`src/rtl/sipo_ctrl_pkg.sv`:
```
// Shared definitions for the serial-in/parallel-out framing controller.
// Latency: n/a (types and constants only).
// Backpressure: n/a.
package sipo_ctrl_pkg;

   localparam int DEF_WIDTH = 4;

   // Framer state: waiting for a start bit, or collecting data bits.
   typedef enum logic {
      ST_IDLE  = 1'b0,
      ST_SHIFT = 1'b1
   } state_t;

endpackage

```
`src/rtl/sipo_shift_reg.sv`:
```
// WIDTH-bit left-shift register; new bit enters at the LSB.
// Latency: q reflects a shifted-in bit one clk after shift_en.
// Backpressure: none; holds its contents whenever shift_en is low.
module sipo_shift_reg
   import sipo_ctrl_pkg::*;
#(
   parameter int WIDTH = DEF_WIDTH
) (
   input  logic             clk,
   input  logic             rst_n,
   input  logic             shift_en,
   input  logic             d_in,
   output logic [WIDTH-1:0] q
);

   logic [WIDTH-1:0] r_q;

   // Shift one bit in from the right on each enabled clock.
   always_ff @(posedge clk or negedge rst_n) begin
      if (!rst_n) begin
         r_q <= '0;
      end else if (shift_en) begin
         r_q <= {r_q[WIDTH-2:0], d_in};
      end
   end

   assign q = r_q;

endmodule

```
`src/rtl/sipo_frame_ctrl.sv`:
```
// Start-bit framer: shifts WIDTH serial bits and presents them as a held word.
// Latency: word_out/word_valid update on the edge sampling the last data bit.
// Backpressure: valid/ready on word_out; a word completing while one is unaccepted is dropped and flagged in overrun.
module sipo_frame_ctrl
   import sipo_ctrl_pkg::*;
#(
   parameter int WIDTH = DEF_WIDTH,
   parameter int CNT_W = $clog2(WIDTH)
) (
   input  logic             clk,
   input  logic             rst_n,
   input  logic             d_in,
   input  logic             en,
   output logic [WIDTH-1:0] word_out,
   output logic             word_valid,
   input  logic             word_ready,
   output logic             busy,
   output logic             overrun,
   input  logic             clr_ovr
);

   state_t           r_state;
   state_t           w_state_nxt;
   logic [CNT_W-1:0] r_cnt;
   logic [WIDTH-1:0] r_word;
   logic             r_vld;
   logic             r_ovr;
   logic             w_start;
   logic             w_shift_en;
   logic             w_last;
   logic [WIDTH-1:0] w_sr;
   logic [WIDTH-1:0] w_word;
   logic             w_drop;
   // The oldest bit falls off the top as the last data bit arrives; it is never part of a word.
   logic             w_unused_msb;

   sipo_shift_reg #(.WIDTH(WIDTH)) u_sr (
      .clk      (clk),
      .rst_n    (rst_n),
      .shift_en (w_shift_en),
      .d_in     (d_in),
      .q        (w_sr)
   );

   // Completed word is formed from the register contents plus the bit on the line this cycle.
   assign w_word       = {w_sr[WIDTH-2:0], d_in};
   assign w_unused_msb = w_sr[WIDTH-1];
   assign w_drop       = w_last & r_vld & ~word_ready;

   // State register.
   always_ff @(posedge clk or negedge rst_n) begin
      if (!rst_n) begin
         r_state <= ST_IDLE;
      end else begin
         r_state <= w_state_nxt;
      end
   end

   // Next-state and per-cycle strobes: start detection, shift enable, last-bit detect.
   always_comb begin
      w_state_nxt = r_state;
      w_start     = 1'b0;
      w_shift_en  = 1'b0;
      w_last      = 1'b0;
      case (r_state)
         ST_IDLE: begin
            if (en && d_in) begin
               w_start     = 1'b1;
               w_state_nxt = ST_SHIFT;
            end
         end
         ST_SHIFT: begin
            if (en) begin
               w_shift_en = 1'b1;
               if (r_cnt == CNT_W'(WIDTH-1)) begin
                  w_last      = 1'b1;
                  w_state_nxt = ST_IDLE;
               end
            end
         end
         default: w_state_nxt = ST_IDLE;
      endcase
   end

   // Bit counter: cleared on frame start, advanced per data bit, parked at 0 after the last bit.
   always_ff @(posedge clk or negedge rst_n) begin
      if (!rst_n) begin
         r_cnt <= '0;
      end else if (w_start || w_last) begin
         r_cnt <= '0;
      end else if (w_shift_en) begin
         r_cnt <= r_cnt + CNT_W'(1);
      end
   end

   // Output word register with valid/ready; a completion can replace a word accepted in the same cycle.
   always_ff @(posedge clk or negedge rst_n) begin
      if (!rst_n) begin
         r_word <= '0;
         r_vld  <= 1'b0;
      end else if (w_last && !w_drop) begin
         r_word <= w_word;
         r_vld  <= 1'b1;
      end else if (r_vld && word_ready) begin
         r_vld  <= 1'b0;
      end
   end

   // Sticky overrun flag; a drop in the same cycle as a clear keeps it set.
   always_ff @(posedge clk or negedge rst_n) begin
      if (!rst_n) begin
         r_ovr <= 1'b0;
      end else if (w_drop) begin
         r_ovr <= 1'b1;
      end else if (clr_ovr) begin
         r_ovr <= 1'b0;
      end
   end

   assign word_out   = r_word;
   assign word_valid = r_vld;
   assign overrun    = r_ovr;
   assign busy       = (r_state == ST_SHIFT);

endmodule

```
`config.mk`:
```
export PLATFORM = sky130hd
export DESIGN_NAME = sipo_frame_ctrl
export DESIGN_NICKNAME = d
export VERILOG_FILES = /design/src/rtl/sipo_ctrl_pkg.sv /design/src/rtl/sipo_shift_reg.sv /design/src/rtl/sipo_frame_ctrl.sv
export SDC_FILE = /design/constraint.sdc
export NUM_CORES = 1
export LEC_CHECK = 0
export ABC_AREA = 1
export CAP_MARGIN = 20
export CORE_AREA = 3 3 40 42
export DETAILED_ROUTE_END_ITERATION = 10
export DIE_AREA = 0 0 43 45
export HOLD_SLACK_MARGIN = 0.15
export PLACE_DENSITY = 0.65
export RECOVER_POWER = 25
export SLEW_MARGIN = 20
export SYNTH_ARGS = -nofsm -noshare
export SYNTH_HDL_FRONTEND = slang
export SYNTH_SLANG_ARGS = --single-unit
```
`constraint.sdc`:
```
create_clock -name clk -period 1.47 [get_ports clk]
set_input_delay 0.2205 -clock clk [delete_from_list [all_inputs] [get_ports clk]]
set_output_delay 0.2205 -clock clk [all_outputs]
set_load 0.01 [all_outputs]
```
After elaboration in Yosys (flattened, before gate mapping)
Cells that the tools add are included.

word-level totals
  word-level logic and storage cells = 36
  register bits = 12
  output and inout bits = 7

cells by class
  reduce and logical (&&, ||, !) cells = 8
  equality and inequality tests = 1
  muxes and demuxes = 16
  bitwise gates (word level) = 4
  $add $sub $neg = 1

operators by type and width
  kind                                          number
  two-way mux 1 bit                             13
  nonzero test 2 bit                            3
  two-way mux 2 bit                             2
  logical AND 1 bit                             3
  adder 2 x 1 -> 2 bit (second input constant)  1
  AND 1 bit                                     2
  == test 2 bit (second input constant)         1
  inverter 1 bit                                2
  case mux 1 bit (2 select lines)               1
  zero test 1 bit                               1
  logical OR 1 bit                              1

Depth between registers and ports, before layout
  depth after elaboration = 9
  mapped depth = 6
  gate-level depth less buffers = 6

By module
A second synthesis with hierarchy kept.

unflattened totals
  cell total of the unflattened synthesis = 60
  area, all modules = 543.0 µm²

modules (own cells, without submodules)
  module           area each (µm²)  cells an instance  sequential area each (µm²)  instances
  sipo_frame_ctrl  394.1            43                 225.2                       1
  sipo_shift_reg   148.9            17                 100.1                       1

Worst setup path before layout
No wires, ideal clock.

  path kind = reg2reg
  start point = register r_cnt[0]
  end point = register r_word[0] (netlist: word_out[0])
  cell stages (with the launch flop) = 6
  required time = 1353 ps
  period minus slack after synthesis = 1035 ps
  slack = 435 ps
  arrival = 918 ps
  cell sequence = dfrtp_1 ha_1 inv_1 nor2_8 nand3_1 nand2_1

on the way
  cells in the longest elaborated chain, start to end = 8

ends and longest elaborated chain
  item                     RTL line                source
  start, declared          sipo_frame_ctrl.sv:24   logic [CNT_W-1:0] r_cnt;
  start signal, assigned   sipo_frame_ctrl.sv:92   r_cnt <= r_cnt + CNT_W'(1);
  == test 2 bit *          sipo_frame_ctrl.sv:75   if (r_cnt == CNT_W'(WIDTH-1)) begin
  two-way mux 1 bit *      sipo_frame_ctrl.sv:75
  two-way mux 1 bit *      sipo_frame_ctrl.sv:73   if (en) begin
  two-way mux 1 bit *      sipo_frame_ctrl.sv:65   case (r_state)
  AND 1 bit (2 in series)  sipo_frame_ctrl.sv:48   assign w_drop = w_last & r_vld & ~word_ready;
  zero test 1 bit          sipo_frame_ctrl.sv:101  end else if (w_last && !w_drop) begin
  logical AND 1 bit *      sipo_frame_ctrl.sv:101
  end signal, assigned     sipo_frame_ctrl.sv:102  r_word <= w_word;
  end, declared            sipo_frame_ctrl.sv:25   logic [WIDTH-1:0] r_word;

Mark *: on every way between the ends. The rest lies on a longest branch, timed or not.
A chain may end at the register's enable or synchronous reset.

Worst setup path in the final report
  start point = register r_vld (netlist: word_valid)
  end point = output port word_valid

RTL lines
  item                    RTL line                source
  start, declared         sipo_frame_ctrl.sv:26   logic r_vld;
  start signal, assigned  sipo_frame_ctrl.sv:100  r_vld <= 1'b0;
  start signal, assigned  sipo_frame_ctrl.sv:103  r_vld <= 1'b1;
  start signal, assigned  sipo_frame_ctrl.sv:105  r_vld <= 1'b0;
  end, declared           sipo_frame_ctrl.sv:15   output logic word_valid,

No word-level cell between the ends.

==> results.py <==
metrics = {
    "run_status": {
        "status": "complete, no violations",
    },
    "clocking": {
        "cts_tree": "built",
        "clockRootBuffer": "clkbuf_4",
        "cts_made_buffers": 3,
        "cts_max_path_buffers": 2,
        "clk_transition_reported_paths_ns": 0.07,
        "clkLatencyLatePin_ns": 0.27,
        "ctsHoldBuffers": 0,
        "cts_num_sinks": 12,
        "h-tree-depth": 1,
        "cts_resized": 0,
    },
    "synth": {
        "seq_area_frac_synth_pct": 58.8,
        "ys_ff_latch": 12,
        "postSynthAreaPerCell_um2": 9.63,
        "ys_warn_count": 0,
        "syn-cell-area_um2": 510,
        "synth_nets": 60,
        "synth_cells": 53,
        "synth_cell_types": 12,
    },
    "routing": {
        "wl_um": 923,
        "routed_via_density": 4.67,
        "vias": 397,
        "final_antenna_net_count": 0,
        "avgRoutedWirePerCell_um": 10.9,
        "drc": 0,
        "dr.pass1.iters": 4,
        "initialDrtViolationCount": 5,
    },
    "worst_setup_path": {
        "critPathMaxFanout": 2,
        "path_delay_family": "buffers and inverters",
        "crit_path_cell_trace": "clkdlybuf4s50_1",
        "critPathArrivalTime_ns": 1.16,
        "critPathLaunchType": "flip-flop",
        "rrSetupSlack_ns": 0.36,
        "end_kind": "output port",
        "path_buf_inv": 1,
        "required_ns": 1.25,
        "cpPeakStageDelay_ns": 0.54,
        "critPathKind": "reg -> out",
        "slowest_stage": "clkdlybuf4s50_1",
    },
    "global_route": {
        "grtUsageTotal_pct": 12.1,
        "grt_max_degree": 13,
        "grt_pass1_wl_mm": 1.66,
        "overflow": 0,
        "grt_pass1_vias": 388,
        "antenna_found_initial": 0,
    },
    "run": {
        "maxCapViolCount": 0,
    },
    "sta": {
        "hold_ws_ns": 0.362,
        "worst_pin_slew_ns": 0.527,
        "fin_crit_sh_pct": 93.9,
        "rsz0062_at_grt": "false",
        "setup_ws_ns": 0.0903,
        "fmax_mhz": 725,
        "setup_tns_ns": 0,
        "finalCriticalPeriod_ns": 1.38,
        "finalSetupViolations": 0,
        "finClkSkew_ns": 0.000963,
        "max-slew-margin-rel_pct": 64.7,
        "final_hold_viol_count": 0,
        "maxSlewViolCount": 0,
    },
    "final_layout": {
        "fin_nets": 78,
        "final_common_cell": "nand2_1",
        "final_cell_area_um2": 693,
        "final_util_pct": 53.9,
        "layout_common_cells": "nand2_1, dfrtp_1, clkdlybuf4s50_1, nand3_1, inv_1",
        "area_delta_synth_final_pct": 35.8,
        "antenna_cells": 0,
        "fill_cells": 125,
        "final_cells": 85,
        "drive_gt1_share_pct": 12.9,
    },
    "placement": {
        "gp_congestion": 0.769,
        "place_ws_ns": 0.181,
        "placed_cells": 80,
        "io_buffers": 12,
        "place_area_um2": 649,
    },
    "power_and_ir_drop": {
        "power.density_nw_per_um2": 1840,
        "ir_worst_vdd_mv": 0.680,
        "power.total_mw": 1.27,
        "leakagePower_nw": 0.360,
    },
    "die": {
        "die_x_um": 43,
        "die-height_um": 45,
        "rows": 13,
        "pin_count": 13,
        "start_util_pct": 39.7,
        "die_area_um2": 1940,
        "core_area_um2": 1280,
    },
    "hold_path": {
        "hp-class": "in -> async",
    },
}
-- path summary, 6_finish.rpt --
path	from	endpoint	cells after the start
max reg2reg	r_cnt[0]	word_out[1]	6
max	word_valid	word_valid	1
min	rst_n	word_out[0]	1
min reg2reg	word_out[0]	word_out[0]	2
min in group clk	word_out[0]	word_out[0]	2
max in group asynchronous	rst_n	u_sr.q[1]	1
-- what timing repair did --
| action | in CTS | in global routing |
|---|---|---|
| setup buffers | 1 | 0 |
| endpoints found under the hold margin | 0 | 0 |
| setup endpoints to repair | 1 | 0 |
-- registers in the layout, indices dropped and copies added, names as in the netlist --
register    count
word_out        4
r_cnt           2
overrun         1
u_sr.q          3
busy            1
word_valid      1
-- area by class of cell --
| class | instances | area, µm² | area share, % |
|---|---|---|---|
| flip-flops and latches | 12 | 300 | 43.3 |
| multi-input cells | 35 | 188 | 27.1 |
| repair buffers | 13 | 128 | 18.4 |
| clock buffers | 4 | 36.3 | 5.23 |
| inverters | 6 | 22.5 | 3.25 |
| well taps | 15 | 18.8 | 2.71 |
-- where the power goes --
group | total (mW) | internal (mW) | leakage, nW | switching (mW)
sequential | 0.539 | 0.461 | 0.152 | 0.0777
combinational | 0.476 | 0.238 | 0.188 | 0.239
clock | 0.258 | 0.151 | 0.0210 | 0.107
-- Yosys cell counts --
cell type / count / area, µm²
nand2_4: 2 / 22.5
o21ai_0: 1 / 5.00
o21ai_1: 2 / 10.0
inv_1: 5 / 18.8
nand2_1: 19 / 71.3
o22ai_1: 1 / 6.26
nand3_1: 7 / 35.0
ha_1: 1 / 12.5
nor2_8: 1 / 20.0
dfrtp_1: 12 / 300
inv_2: 1 / 3.75
a21oi_1: 1 / 5.00
-- cells by family after synthesis --
kind of cell / Yosys count / share of synthesized area [%]
buffers and inverters: 6 / 4.41
flip-flops: 12 / 58.8
AO/OA/AOI/OAI: 5 / 5.15
AND/OR/NAND/NOR: 29 / 29.2
adder cells (fa/ha/maj): 1 / 2.45
-- per-layer routing --
layer | track usage [%] | up-vias | part of all wire [%]
met5 | 0 | - | 0
met4 | 10.8 | 0 | 1.1
met3 | 3.19 | 2 | 7.5
met2 | 17.1 | 13 | 45
met1 | 15.1 | 174 | 46
li1 | - | 208 | -
No activity file was read; power rests on OpenSTA's default activity.
